===== src/rtl/debug_uart_rx.sv =====
// 8N1 UART receiver for the debug link: 2-flop synchronized RXD, mid-bit sampling,
// one-cycle RI / framing_error strobes toward the command parser.
module debug_uart_rx #(
  parameter int BAUD_PERIOD = 868,
  parameter int DATA_WIDTH  = 8
) (
  input  logic                  clk,
  input  logic                  sync_reset,
  input  logic                  UART_enable,
  input  logic                  REN,
  input  logic                  RXD,
  output logic [DATA_WIDTH-1:0] SBUF_out,
  output logic                  RI,
  output logic                  framing_error,
  output logic                  busy
);

  localparam int CNT_W = $clog2(BAUD_PERIOD + 1);
  localparam int IDX_W = (DATA_WIDTH > 1) ? $clog2(DATA_WIDTH) : 1;
  localparam logic [CNT_W-1:0] HALF_LAST = CNT_W'(BAUD_PERIOD / 2 - 1);
  localparam logic [CNT_W-1:0] FULL_LAST = CNT_W'(BAUD_PERIOD - 1);
  localparam logic [IDX_W-1:0] IDX_LAST  = IDX_W'(DATA_WIDTH - 1);

  typedef enum logic [2:0] {
    S_IDLE,
    S_START,
    S_DATA,
    S_STOP,
    S_WAIT_HIGH
  } state_t;

  state_t                state, state_nxt;
  logic [CNT_W-1:0]      cnt, cnt_nxt;
  logic [IDX_W-1:0]      bit_index, idx_nxt;
  logic [DATA_WIDTH-1:0] shreg, shreg_nxt, sbuf_nxt;
  logic [DATA_WIDTH:0]   shift_in;
  logic                  ri_nxt, fe_nxt;
  logic                  rxd_meta, rxd_s;

  // Synchronizer idles high so reset never looks like a start bit.
  always_ff @(posedge clk) begin
    if (sync_reset) begin
      rxd_meta <= 1'b1;
      rxd_s    <= 1'b1;
    end else begin
      rxd_meta <= RXD;
      rxd_s    <= rxd_meta;
    end
  end

  always_ff @(posedge clk) begin
    if (sync_reset) begin
      state         <= S_IDLE;
      cnt           <= '0;
      bit_index     <= '0;
      shreg         <= '0;
      SBUF_out      <= '0;
      RI            <= 1'b0;
      framing_error <= 1'b0;
    end else begin
      state         <= state_nxt;
      cnt           <= cnt_nxt;
      bit_index     <= idx_nxt;
      shreg         <= shreg_nxt;
      SBUF_out      <= sbuf_nxt;
      RI            <= ri_nxt;
      framing_error <= fe_nxt;
    end
  end

  // LSB arrives first, so each new bit enters at the MSB and shifts right.
  assign shift_in = {rxd_s, shreg};

  always_comb begin
    state_nxt = state;
    cnt_nxt   = cnt + 1'b1;
    idx_nxt   = bit_index;
    shreg_nxt = shreg;
    sbuf_nxt  = SBUF_out;
    ri_nxt    = 1'b0;
    fe_nxt    = 1'b0;
    case (state)
      S_IDLE: begin
        cnt_nxt = '0;
        if (REN && !rxd_s) state_nxt = S_START;
      end
      S_START: begin
        if (cnt == HALF_LAST) begin
          cnt_nxt = '0;
          if (!rxd_s) begin
            state_nxt = S_DATA;
            idx_nxt   = '0;
          end else begin
            state_nxt = S_IDLE;
          end
        end
      end
      S_DATA: begin
        if (cnt == FULL_LAST) begin
          cnt_nxt   = '0;
          shreg_nxt = shift_in[DATA_WIDTH:1];
          if (bit_index == IDX_LAST) state_nxt = S_STOP;
          else                       idx_nxt   = bit_index + 1'b1;
        end
      end
      S_STOP: begin
        if (cnt == FULL_LAST) begin
          cnt_nxt = '0;
          if (rxd_s) begin
            sbuf_nxt  = shreg;
            ri_nxt    = 1'b1;
            state_nxt = S_IDLE;
          end else begin
            fe_nxt    = 1'b1;
            state_nxt = S_WAIT_HIGH;
          end
        end
      end
      S_WAIT_HIGH: begin
        cnt_nxt = '0;
        if (rxd_s) state_nxt = S_IDLE;
      end
      default: begin
        state_nxt = S_IDLE;
        cnt_nxt   = '0;
      end
    endcase
    // Disable wins over any in-flight frame; the partial byte is dropped.
    if (!UART_enable) begin
      state_nxt = S_IDLE;
      cnt_nxt   = '0;
      idx_nxt   = '0;
      shreg_nxt = '0;
      sbuf_nxt  = SBUF_out;
      ri_nxt    = 1'b0;
      fe_nxt    = 1'b0;
    end
  end

  assign busy = (state != S_IDLE);

endmodule

===== config.mk =====
export PLATFORM = sky130hd
export DESIGN_NAME = debug_uart_rx
export DESIGN_NICKNAME = d
export VERILOG_FILES = /design/src/rtl/debug_uart_rx.sv
export SDC_FILE = /design/constraint.sdc
export NUM_CORES = 1
export LEC_CHECK = 0
export BUFFER_PORTS_ARGS = -buffer_cell sky130_fd_sc_hd__buf_2
export CAP_MARGIN = 20
export CORE_UTILIZATION = 57
export CTS_CLUSTER_DIAMETER = 120
export DETAILED_ROUTE_END_ITERATION = 16
export GPL_TIMING_DRIVEN = 0
export MAX_ROUTING_LAYER = met4
export PLACE_DENSITY = 0.83
export SYNTH_ARGS = -nofsm -noshare
export SYNTH_HDL_FRONTEND = slang
export SYNTH_SLANG_ARGS = --single-unit

===== constraint.sdc =====
create_clock -name clk -period 2.03 [get_ports clk]
set_input_delay 0 -clock clk [delete_from_list [all_inputs] [get_ports clk]]
set_output_delay 0 -clock clk [all_outputs]
set_load 0.02 [all_outputs]

Word-level counts from Yosys, hierarchy flattened

Cells that the tools add are included.

Output and inout port bits: 11
Register bits after elaboration: 36
Input bits: 5
Word-level logic and storage cells: 60

Reduce and logical (&&, ||, !) cells: 12
Muxes and demuxes: 19
Equality and inequality tests: 15
Bitwise operators: 3
Add/sub/neg operators: 2

Operators with widths:

| cell                                                                   | count |
|---|---|
| 3-bit two-way mux                                                      | 11 |
| 10-bit two-way mux                                                     | 2 |
| 10-bit one-hot mux with 2 select lines                                 | 1 |
| 2-bit inequality test, second input constant                           | 8 |
| 3-bit one-hot mux with 5 select lines                                  | 1 |
| 10-bit by 1-bit adder with 10-bit output, second input constant        | 1 |
| 10-bit equality test, second input constant                            | 1 |
| 10-bit by 9-bit equality test with 1-bit output, second input constant | 1 |
| 3-bit by 2-bit equality test with 1-bit output, second input constant  | 2 |
| 3-bit equality test, second input constant                             | 2 |
| 3-bit one-hot mux with 2 select lines                                  | 1 |
| 6-bit AND reduction                                                    | 1 |
| 5-bit AND reduction                                                    | 1 |
| 4-bit AND reduction                                                    | 1 |
| 2-bit OR reduction                                                     | 2 |
| 4-bit OR reduction                                                     | 1 |
| 3-bit by 1-bit adder with 3-bit output, second input constant          | 1 |
| 3-bit by 1-bit equality test with 1-bit output, second input constant  | 1 |
| 3-bit logical NOT                                                      | 1 |
| 1-bit inverter                                                         | 3 |
| 3-bit nonzero test                                                     | 1 |
| 1-bit two-way mux                                                      | 2 |
| 2-bit two-way mux                                                      | 1 |
| 2-bit AND reduction                                                    | 1 |
| other kinds (3)                                                        | 3 |

Depth between registers and ports, before layout

Gate-level depths: netlist (run 1).

Depth after elaboration: 4
Mapped depth: 7
Mapped depth without buffers: 6

Least setup slack after synthesis (run 1)

Ideal clock, no wire load.

Kind: reg-to-reg
Start point: reg state[1]
End point: reg bit_index[0]
Setup time: 0.059 ns
Setup slack: 0.197 ns
Cell stages (with the launch flop): 6
Period minus slack after synthesis: 1.833 ns
Buffers on the path: 1
Required time: 1.971 ns
Data arrival time: 1.774 ns
Path through: dfxtp_1 > buf_6 > or4b_1 > or3_4 > a2111oi_2 > a31o_1

Longest elaborated chain between the ends: 3
Elaborated cells on any way between the ends: 9
Those cells by class: eq/ne: 6; mux: 1; reduce/logical: 2

Ends and longest elaborated chain:

| element                                                                                                          | RTL line | text |
|---|---|---|
| start, declared                                                                                                  | 32       | `state_t state, state_nxt;` |
| start signal, assigned                                                                                           | 61       | `state <= state_nxt;` |
| 3-bit by 2-bit equality test with 1-bit output or 3-bit by 1-bit equality test with 1-bit output (tied branches) | 82       | `case (state)` |
| 2-bit inequality test (no line) or 2-bit nonzero test (tied branches)                                            | --       |  |
| 5-bit AND reduction (no line)                                                                                    | --       |  |
| end signal, assigned                                                                                             | 63       | `bit_index <= idx_nxt;` |
| end, declared                                                                                                    | 34       | `logic [IDX_W-1:0] bit_index, idx_nxt;` |

Several ways; a longest one is shown, not always the timed one.
A chain may end at the register's enable or synchronous reset.

Final worst setup path (run 1)

Start point: reg cnt[8]
End point: reg state[0]

Longest elaborated chain between the ends: 3
Elaborated cells on any way between the ends: 6
Those cells by class: eq/ne: 5; reduce/logical: 1

Ends and longest elaborated chain:

| element                                                                                 | RTL line    | text |
|---|---|---|
| start, declared                                                                         | 33          | `logic [CNT_W-1:0] cnt, cnt_nxt;` |
| start signal, assigned                                                                  | 62          | `cnt <= cnt_nxt;` |
| 10-bit equality test or 10-bit by 9-bit equality test with 1-bit output (tied branches) | 99, 107, 88 |  |
| 2-bit inequality test (no line)                                                         | --          |  |
| 6-bit AND reduction (no line) (*)                                                       | --          |  |

Mark *: on every way between the ends. The rest lies on a longest branch, timed or not.

==> results.json, run 1 <==
{
  "p_sw_share_pct": 20.3,
  "path_clk_slew_ns": 0.10,
  "regToRegStartpoint": "cnt[8]",
  "ys_seq_elements": 36,
  "outcome": "completed",
  "root_buffer": "clkbuf_4",
  "drt-total-wl_um": 2950,
  "slew_headroom_pct": 72.1,
  "slew_violations": 0,
  "grt_use_total_pct": 21.1,
  "drive_above_1_share_pct": 20.8,
  "cts_sinks": 36,
  "grt_pass1_vias": 1196,
  "clock_latency_ns": 0.34,
  "ir_drop_v": 0.000706,
  "p_leak_nw": 0.777,
  "power.internal_w": 0.000983,
  "grt-ovfl-total": 0,
  "worst_setup_path_end_kind": "register",
  "synthFlopType": "dfxtp_1",
  "fmax_mhz": 514,
  "utilization_pct": 68.3,
  "hold_ws_ns": 0.0102,
  "powerDensity_mw_per_mm2": 660,
  "use_met3_pct": 7.49,
  "rows": 19,
  "portBuffers": 15,
  "initial_core_util_pct": 59.7,
  "worst_path_max_delay_cell": "or3b_4",
  "dieHeight_um": 55.5,
  "hpwl_um": 2140,
  "cts_setup_buffers": 0,
  "crit_chain": "or3b_4 -> o311a_1 -> or3_1 -> buf_2 -> mux2i_1",
  "yosys_warnings": 0,
  "p_comb_share_pct": 2.9,
  "worst_slew_pin_slew_ns": 0.418,
  "drt_iter0_drc": 34,
  "seqPwrFrac_pct": 57.5,
  "drc": 0,
  "synth.avg_cell_area_um2": 9.72,
  "fin_setup_tns_ns": 0,
  "grt_max_degree": 12,
  "synth_most_common_cell": "dfxtp_1",
  "maxCapViolCount": 0,
  "antenna_found_initial": 0,
  "clkPwrFrac_pct": 39.6,
  "crit_required_ns": 2.26,
  "min_period_ns": 1.94,
  "dieWidth_um": 55.5,
  "syn_area_mm2": 0.00163,
  "numCtsBuffers": 5,
  "wire_per_inst_um": 13.2,
  "setup_viol": 0,
  "cpPeakStageDelay_ns": 0.43,
  "globalRouteMet2Util_pct": 34.6,
  "grt_pass1_wl_um": 4970,
  "htree_levels": 2,
  "globalplace.congestion": 0.811,
  "syn_to_final_growth_pct": 14.4,
  "core-area_mm2": 0.00273,
  "power.switching_w": 0.000250,
  "layout_worst_path_cycle_share_pct": 95.8,
  "dr_total_vias": 1249,
  "crit_start": "cnt[8]",
  "critical_path_class": "reg2reg",
  "hold_violations": 0,
  "synthTopCellsByCount": "36 x dfxtp_1, 20 x nor2_1, 16 x mux2i_1",
  "async_flop_share_pct": 0,
  "avgViaCountPerCell": 5.60,
  "n_antenna_cell": 0,
  "synth.distinct_cells": 45,
  "tritoncts": "yes",
  "crit_path_max_fanout": 5,
  "seq_area_frac_synth_pct": 44.1,
  "synth_area_leaders": "dfxtp_1 44%, mux2i_1 9.8%, nand2b_1 5.4%",
  "syn_nets": 177,
  "synthCells": 168,
  "min_path_type": "in2reg",
  "clockBufferDepth": 2,
  "final_antenna_net_count": 0,
  "synth-edff-count": 0,
  "cp.arrival_ns": 2.18,
  "hp-start": "sync_reset",
  "synth.largest_area_cell": "dfxtp_1",
  "rsz0062_at_grt": "yes",
  "grtUsageMet1_pct": 23.4,
  "drtPass1Iterations": 4,
  "ioPinCount": 16,
  "startpoint_type": "register",
  "die_area_mm2": 0.00308,
  "clock_skew_ns": 0.00621,
  "yosysTopAreaCellShare_pct": 44.1,
  "busiest_layer": "met2",
  "nets": 200
}
layer usage:
metal / up-vias / wire (µm)
met3: 4 / 145
met5: - / 0
met4: 0 / 42
met2: 25 / 1450
li1: 632 / -
met1: 588 / 1310
state kept, by name, summed over array words and instances (netlist names):
| signal | flops |
|---|---|
| RI | 1 |
| SBUF_out | 8 |
| bit_index | 3 |
| cnt | 10 |
| framing_error | 1 |
| rxd_meta | 1 |
| rxd_s | 1 |
| shreg | 8 |
| state | 3 |
area by class of cell:
cell class	count	area, µm²
clock inverter	2	35.0
buffer	10	53.8
tap	31	38.8
sequential	36	722
timing repair buffer	16	85.1
inverter	3	11.3
multi-input combinational	119	881
fill	219	866
clock buffer	6	41.3
cell usage in the layout (no fill, tap or decap), types with 2 or more instances in the layout:
master,Yosys,final
a2bb2oi_1,3,3
a32o_1,2,2
and2_1,2,2
and3_1,3,3
buf_2,3,18
clkbuf_1,4,5
clkbuf_4,0,5
dfxtp_1,36,35
ha_1,4,3
inv_1,3,3
mux2i_1,16,16
nand2_1,9,9
nand2b_1,14,14
nand3_1,5,5
nand3b_1,2,2
nand4_1,2,2
nor2_1,20,20
or2_2,2,2
or3_1,4,4
xnor2_1,2,2
xor2_1,6,6
power groups by stage:
stage | clock network [W] | logic [W] | registers [W]
6_report | 0.000489 | 0.0000352 | 0.000709
5_1_grt | 0.000520 | 0.0000386 | 0.000710
4_1_cts | 0.000499 | 0.0000351 | 0.000709
3_5_place_dp | 0 | 0.0000332 | 0.000726
3_3_place_gp | 0 | 0.0000328 | 0.000726
2_1_floorplan | 0 | 0.0000225 | 0.000725
worst max-delay path, delay by kind of cell (launching register included):
family                 cells  cell delay, ns
AND/OR/NAND/NOR            2            0.80
flip-flops                 1            0.39
AO/OA/AOI/OAI              1            0.39
buffers and inverters      1            0.15
multiplexers               1            0.11
repair_timing:
action	CTS	global route
hold buffers	1	0
gates resized for setup	2	5
pin swaps	0	1
endpoints found under the hold margin	1	0
endpoints found under the setup margin	3	18
cell families (layout without fill, tap and decap cells):
group	after synthesis	after routing	share of synthesized area, %
buffers and inverters	13	37	3.98
flip-flops	36	36	44.1
multiplexers	16	16	9.81
XOR/XNOR	8	8	4.29
adder cells (fa/ha/maj)	4	4	3.07
AO/OA/AOI/OAI	15	15	8.28
AND/OR/NAND/NOR	76	76	26.4
final timing paths:
path	endpoint	slack, ns	cells past startpoint
max	state[0]	0.09	5
min	SBUF_out[5]	0.01	3
min reg2reg	rxd_s	0.42	1
max reg2reg	state[0]	0.09	5
metrics by stage:
| stage | cells | cell area [µm²] | worst slack (ns) | total power (W) |
|---|---|---|---|---|
| 6_report | 223 | 1870 | 0.0858 | 0.00123 |
| 5_1_grt | 223 | 1870 | -0.0323 | 0.00127 |
| 4_1_cts | 223 | 1840 | 0.0316 | 0.00124 |
| 3_5_place_dp | 214 | 1750 | -0.0135 | 0.000759 |
| 3_3_place_gp | 214 | 1750 | 0.0769 | 0.000758 |
| 2_1_floorplan | 168 | 1630 | 0.197 | 0.000748 |
(Power assumes the default switching activity.)
==> run 2, diff against run 1 <==
--- a/config.mk
+++ b/config.mk
@@ -7,12 +7,15 @@
 export LEC_CHECK = 0
 export BUFFER_PORTS_ARGS = -buffer_cell sky130_fd_sc_hd__buf_2
 export CAP_MARGIN = 20
+export CORE_MARGIN = 2
 export CORE_UTILIZATION = 57
 export CTS_CLUSTER_DIAMETER = 120
 export DETAILED_ROUTE_END_ITERATION = 16
 export GPL_TIMING_DRIVEN = 0
 export MAX_ROUTING_LAYER = met4
 export PLACE_DENSITY = 0.83
+export REMOVE_ABC_BUFFERS = 1
+export SKIP_LAST_GASP = 1
 export SYNTH_ARGS = -nofsm -noshare
 export SYNTH_HDL_FRONTEND = slang
 export SYNTH_SLANG_ARGS = --single-unit
==> run 2 against run 1 <==
Sequential power hardly changed. Combinational power shrank 15%. First-iteration DRC count rose by 8.8%. Power up 4.9%. Wire length rose by 2.1%. Non-clock buffer count down 10. Global-route usage down 0.33 points. Critical path type unchanged. Largest cell class unchanged.
==> results.json, run 2 (synthesized netlist as in run 1, its figures left out) <==
{
  "outcome": "completed",
  "grt_use_total_pct": 20.7,
  "rsz0062_at_grt": "yes",
  "cts_sinks": 36,
  "drtPass1Iterations": 4,
  "total_power_w": 0.00129,
  "slew_violations": 0,
  "root_buffer": "clkbuf_4",
  "drive_above_1_share_pct": 19.2,
  "clock_skew_ns": 0.00649,
  "syn_to_final_growth_pct": 12.2,
  "grt-ovfl-total": 0,
  "nets": 190,
  "critical_path_class": "reg2reg",
  "fillers": 217,
  "crit_chain": "or3b_1 -> or4_4 -> a2111oi_2 -> a31o_1",
  "setup_viol": 0,
  "drt_iter0_drc": 37,
  "worst_path_max_delay_cell": "or4_4",
  "crit_required_ns": 2.32,
  "powerDensity_mw_per_mm2": 706,
  "grt_pass1_vias": 1211,
  "crit_path_max_fanout": 10,
  "maxCapViolCount": 0,
  "min_period_ns": 1.96,
  "utilization_pct": 67.0,
  "final_cell_mix": "36 x dfxtp_1, 20 x nor2_1, 16 x mux2i_1, 15 x buf_2, 14 x nand2b_1",
  "clockBufferDepth": 2,
  "cpPeakStageDelay_ns": 0.56,
  "layout_commonest_cell": "dfxtp_1",
  "largest_register_ffs": 10,
  "hpwl_um": 2130,
  "clock_latency_ns": 0.34,
  "drt-total-wl_um": 3010,
  "startpoint_type": "register",
  "drc": 0,
  "die_area_mm2": 0.00331,
  "portBuffers": 15,
  "min_path_type": "in2reg",
  "wire_per_inst_um": 14.1,
  "antenna_found_initial": 0,
  "n_antenna_cell": 0,
  "avgViaCountPerCell": 5.74,
  "p_sw_share_pct": 18.9,
  "numCtsBuffers": 5,
  "grt_max_degree": 18,
  "cp.arrival_ns": 2.25,
  "rows": 19,
  "dr_total_vias": 1223,
  "ir_drop_v": 0.000522,
  "cts_setup_buffers": 0,
  "path_clk_slew_ns": 0.10,
  "worst_setup_path_end_kind": "register",
  "reg.largest.list": "cnt x10, SBUF_out x8, shreg x8",
  "seqPwrFrac_pct": 54.9,
  "hold_violations": 0,
  "dieHeight_um": 57.5,
  "slew_headroom_pct": 55.4,
  "power.internal_w": 0.00105,
  "worst_slew_pin_slew_ns": 0.668,
  "layout_worst_path_cycle_share_pct": 96.5,
  "htree_levels": 2,
  "clkPwrFrac_pct": 42.7,
  "fmax_mhz": 511,
  "globalplace.congestion": 0.831,
  "dieWidth_um": 57.5,
  "core-area_mm2": 0.00273,
  "p_comb_share_pct": 2.3,
  "grt_pass1_wl_um": 5120,
  "tritoncts": "yes",
  "final_antenna_net_count": 0,
  "p_leak_nw": 0.753,
  "initial_core_util_pct": 59.7,
  "power.switching_w": 0.000245,
  "top_register": "cnt",
  "ioPinCount": 16
}
run 2: changes by cell type in the layout (fill, tap and decap cells not counted), sizes merged:
cell / previous run / this run
clkbuf: 11 / 7
clkinv: 1 / 0
buf: 20 / 15
run 2: per-stage QoR:
step	setup TNS (ns)	setup slack, ns	cells	cell area [µm²]	hold slack, ns
after floorplan	0	0.0864	158	1580	0.104
after global placement	-0.0389	-0.0361	204	1690	0.187
after detailed placement	-0.674	-0.131	204	1690	0.193
after CTS	0	0.00338	213	1800	0.0412
after global routing	-0.0311	-0.0311	213	1830	0.0669
final	0	0.0719	213	1830	0.0513
run 2: power groups by stage:
stage	sequential (W)	combinational [W]	clock [W]
finish	0.000711	0.0000299	0.000553
global route	0.000712	0.0000332	0.000595
detailed placement	0.000727	0.0000281	0
global placement	0.000727	0.0000275	0
CTS	0.000711	0.0000297	0.000569
floorplan	0.000726	0.0000175	0
run 2: per-layer routing:
layer	vias to the layer above	global-route usage [%]	wire length [µm]
met5	-	-	0
met4	0	8.31	44
met3	5	6.35	140
met2	25	33.9	1530
met1	584	23.5	1290
li1	609	-	-
run 2: final timing paths:
kind                            startpoint            to  slack [ns]  cells past startpoint
worst max register to register    state[1]  bit_index[0]        0.07                      4
worst max-delay path              state[1]  bit_index[0]        0.07                      4
worst min register to register    rxd_meta         rxd_s        0.42                      1
worst min-delay path            sync_reset      rxd_meta        0.05                      2
run 2: area by class of cell:
| class | instances | area [µm²] | area share (%) |
|---|---|---|---|
| clock buffer | 7 | 65.1 | 3.55 |
| clock inverter | 1 | 30.0 | 1.64 |
| inverter | 3 | 11.3 | 0.615 |
| multi-input combinational | 119 | 881 | 48.1 |
| sequential | 36 | 721 | 39.3 |
| tap | 31 | 38.8 | 2.12 |
| timing repair buffer | 16 | 85.1 | 4.64 |
run 2: repair_timing:
item / in CTS / in global routing
endpoints found under the setup margin: 11 / 20
hold buffers: 1 / 0
gates resized for setup: 1 / 5
endpoints found under the hold margin: 1 / 0
run 2: critical path, delay by kind of cell (launching register included):
family / cells / cell delay [ns]
AO/OA/AOI/OAI: 2 / 0.40
flip-flops: 1 / 0.51
AND/OR/NAND/NOR: 2 / 1.01
==> run 3, diff against run 2 <==
--- a/config.mk
+++ b/config.mk
@@ -5,6 +5,7 @@
 export SDC_FILE = /design/constraint.sdc
 export NUM_CORES = 1
 export LEC_CHECK = 0
+export ABC_AREA = 1
 export BUFFER_PORTS_ARGS = -buffer_cell sky130_fd_sc_hd__buf_2
 export CAP_MARGIN = 20
 export CORE_MARGIN = 2
==> run 3 against run 2 <==
Utilization decreased by 1.1 points. Sequential share of layout area grew 0.99 points. Global-route usage rose by 0.62 points. Synthesized cell count rose by 36%. Wire length is 0.23% higher. First-iteration DRC count grew 5.4%. Non-clock buffer count up 1. Sequential power is 0.7% higher. Via count up 15%. Clock skew increased by 0.00078 ns. Sequential cell count is the same. Maximum frequency up 4.8%. Largest power group unchanged. Highest routed layer unchanged.
==> results.json, run 3 <==
{
  "outcome": "completed",
  "min_path_type": "in2reg",
  "n_antenna_cell": 0,
  "reg.largest.list": "cnt x10, SBUF_out x8, shreg x8",
  "htree_levels": 2,
  "dpl-instance-area_mm2": 0.00171,
  "worst_path_max_delay_cell": "nor2_2",
  "synth_xor_area_share_pct": 1.63,
  "crit_start": "cnt[0]",
  "clock_skew_ns": 0.00727,
  "synthAdderAreaFrac_pct": 3.11,
  "hpwl_um": 2170,
  "synth_top_family_by_area": "simple AND/OR/NAND/NOR gates",
  "worst_setup_path_end_kind": "register",
  "tritoncts": "yes",
  "worst_slew_pin_slew_ns": 0.534,
  "slew_violations": 0,
  "startpoint_type": "register",
  "synth.largest_area_cell": "dfxtp_1",
  "yosys_warnings": 0,
  "powerDensity_mw_per_mm2": 659,
  "antenna_found_initial": 0,
  "top_register": "cnt",
  "dieWidth_um": 57.2,
  "avgViaCountPerCell": 5.00,
  "fillers": 245,
  "drive_above_1_share_pct": 12.4,
  "largest_register_ffs": 10,
  "syn_to_final_growth_pct": 10.9,
  "nets": 257,
  "numCtsBuffers": 5,
  "layout_commonest_cell": "nand2_1",
  "initial_core_util_pct": 59.5,
  "dpl.cell_count": 270,
  "multi_input_area_um2": 746,
  "clock_latency_ns": 0.35,
  "hold_ws_ns": 0.144,
  "synthCells": 228,
  "critical_path_class": "reg2reg",
  "p_leak_nw": 0.792,
  "cpPeakStageDelay_ns": 0.45,
  "rows": 19,
  "grt_max_degree": 17,
  "yosys.area_share.simple_pct": 31.4,
  "path_clk_slew_ns": 0.10,
  "yosysTopAreaCellShare_pct": 44.7,
  "layout_worst_path_cycle_share_pct": 92.0,
  "ir_drop_v": 0.000664,
  "synth.area.mux_share_pct": 0,
  "synth.avg_cell_area_um2": 7.07,
  "hold_violations": 0,
  "crit_path_max_fanout": 12,
  "globalplace.congestion": 0.922,
  "regToRegStartpoint": "cnt[0]",
  "synthFlopType": "dfxtp_1",
  "synthTopCellsByCount": "48 x nand2_1, 37 x nor2_1, 36 x dfxtp_1",
  "ioPinCount": 16,
  "crit_chain": "ha_1 -> nand3_1 -> nor2_2 -> o21ai_1 -> nand2_1 -> nor2_1",
  "drt_iter0_drc": 39,
  "wire_per_inst_um": 10.8,
  "rsz0062_at_grt": "no",
  "setup_viol": 0,
  "slew_headroom_pct": 64.4,
  "min_period_ns": 1.87,
  "drtPass1Iterations": 4,
  "final_cell_area_mm2": 0.00179,
  "synth.distinct_cells": 25,
  "grt-ovfl-total": 0,
  "setup_ws_ns": 0.162,
  "utilization_pct": 65.9,
  "cts_setup_buffers": 0,
  "async_flop_share_pct": 0,
  "cp.arrival_ns": 2.10,
  "die_area_mm2": 0.00327,
  "syn_area_mm2": 0.00161,
  "crit_required_ns": 2.26,
  "layout.cells.non_filler": 280,
  "final_antenna_net_count": 0,
  "drc": 0,
  "grt_pass1_wl_um": 5220,
  "dieHeight_um": 57.2,
  "fmax_mhz": 535,
  "clockBufferDepth": 2,
  "ys_seq_elements": 36,
  "synth-edff-count": 0,
  "seq_area_frac_synth_pct": 44.7,
  "ff_latch_area_um2": 721,
  "grt_pass1_vias": 1285,
  "portBuffers": 15,
  "synth_compound_area_share_pct": 9.94,
  "core-area_mm2": 0.00271,
  "cts_sinks": 36,
  "dr_total_vias": 1401,
  "hp-start": "UART_enable",
  "synth_area_leaders": "dfxtp_1 45%, nand2_1 11%, nor2_1 8.6%",
  "final_cell_mix": "48 x nand2_1, 36 x dfxtp_1, 36 x nor2_1, 32 x inv_1, 18 x a21oi_1",
  "place_ws_ns": -0.0124,
  "synth_most_common_cell": "nand2_1",
  "root_buffer": "clkbuf_4",
  "maxCapViolCount": 0,
  "grt_use_total_pct": 21.4,
  "drt-total-wl_um": 3010,
  "rrSetupSlack_ns": 0.16,
  "cp.buffers_inverters": 0,
  "critPathTopFamily": "simple AND/OR/NAND/NOR gates"
}
==> run 3: timing repair <==
item | 4_1_cts | 5_1_grt
endpoints found under the setup margin | 9 | 0
gates resized for setup | 1 | 0
endpoints found under the hold margin | 6 | 0
hold buffers | 2 | 0
==> run 3: tightest hold or removal path: cells and delay by family <==
| kind | cells | cell delay, ns |
|---|---|---|
| simple gates | 3 | 0.22 |
| buf+inv | 2 | 0.24 |
==> run 3: path summary, 6_finish.rpt <==
kind | to | cells after the start
setup / recovery | cnt[8] | 6
hold / removal | bit_index[1] | 5
setup reg to reg | cnt[8] | 6
hold reg to reg | rxd_s | 1
==> run 3: cell families after synthesis <==
group                    after synthesis
buffers and inverters                 38
adder cells (fa/ha/maj)                4
flip-flops                            36
XOR/XNOR                               3
AND/OR/NAND/NOR                      116
AO/OA/AOI/OAI                         31
==> run 3: metal layers <==
metal | GRT usage (%) | wire (µm) | vias to the layer above
li1 | - | - | 752
met1 | 25.2 | 1480 | 623
met2 | 33.2 | 1340 | 18
met3 | 7.71 | 134 | 8
met4 | 8.64 | 63 | 0
met5 | - | 0 | -
==> run 3: stage by stage <==
stage / setup TNS, ns / total power [W]
2_1_floorplan: 0 / 0.000772
5_1_grt: 0 / 0.00122
3_5_place_dp: -0.0219 / 0.000789
6_report: 0 / 0.00118
3_3_place_gp: 0 / 0.000787
4_1_cts: 0 / 0.00118
==> run 3: layout make-up <==
type                    instances  area share, %
well taps                      31           2.17
clock buffers                   8           3.29
repair buffers                 17           5.32
inverters                      34           7.14
multi-input cells             154           41.7
flip-flops and latches         36           40.3
==> run 3: report_power, final <==
group,switching [W],internal (W)
registers,0.00000503,0.000711
logic,0.0000383,0.0000214
clock network,0.000231,0.000171
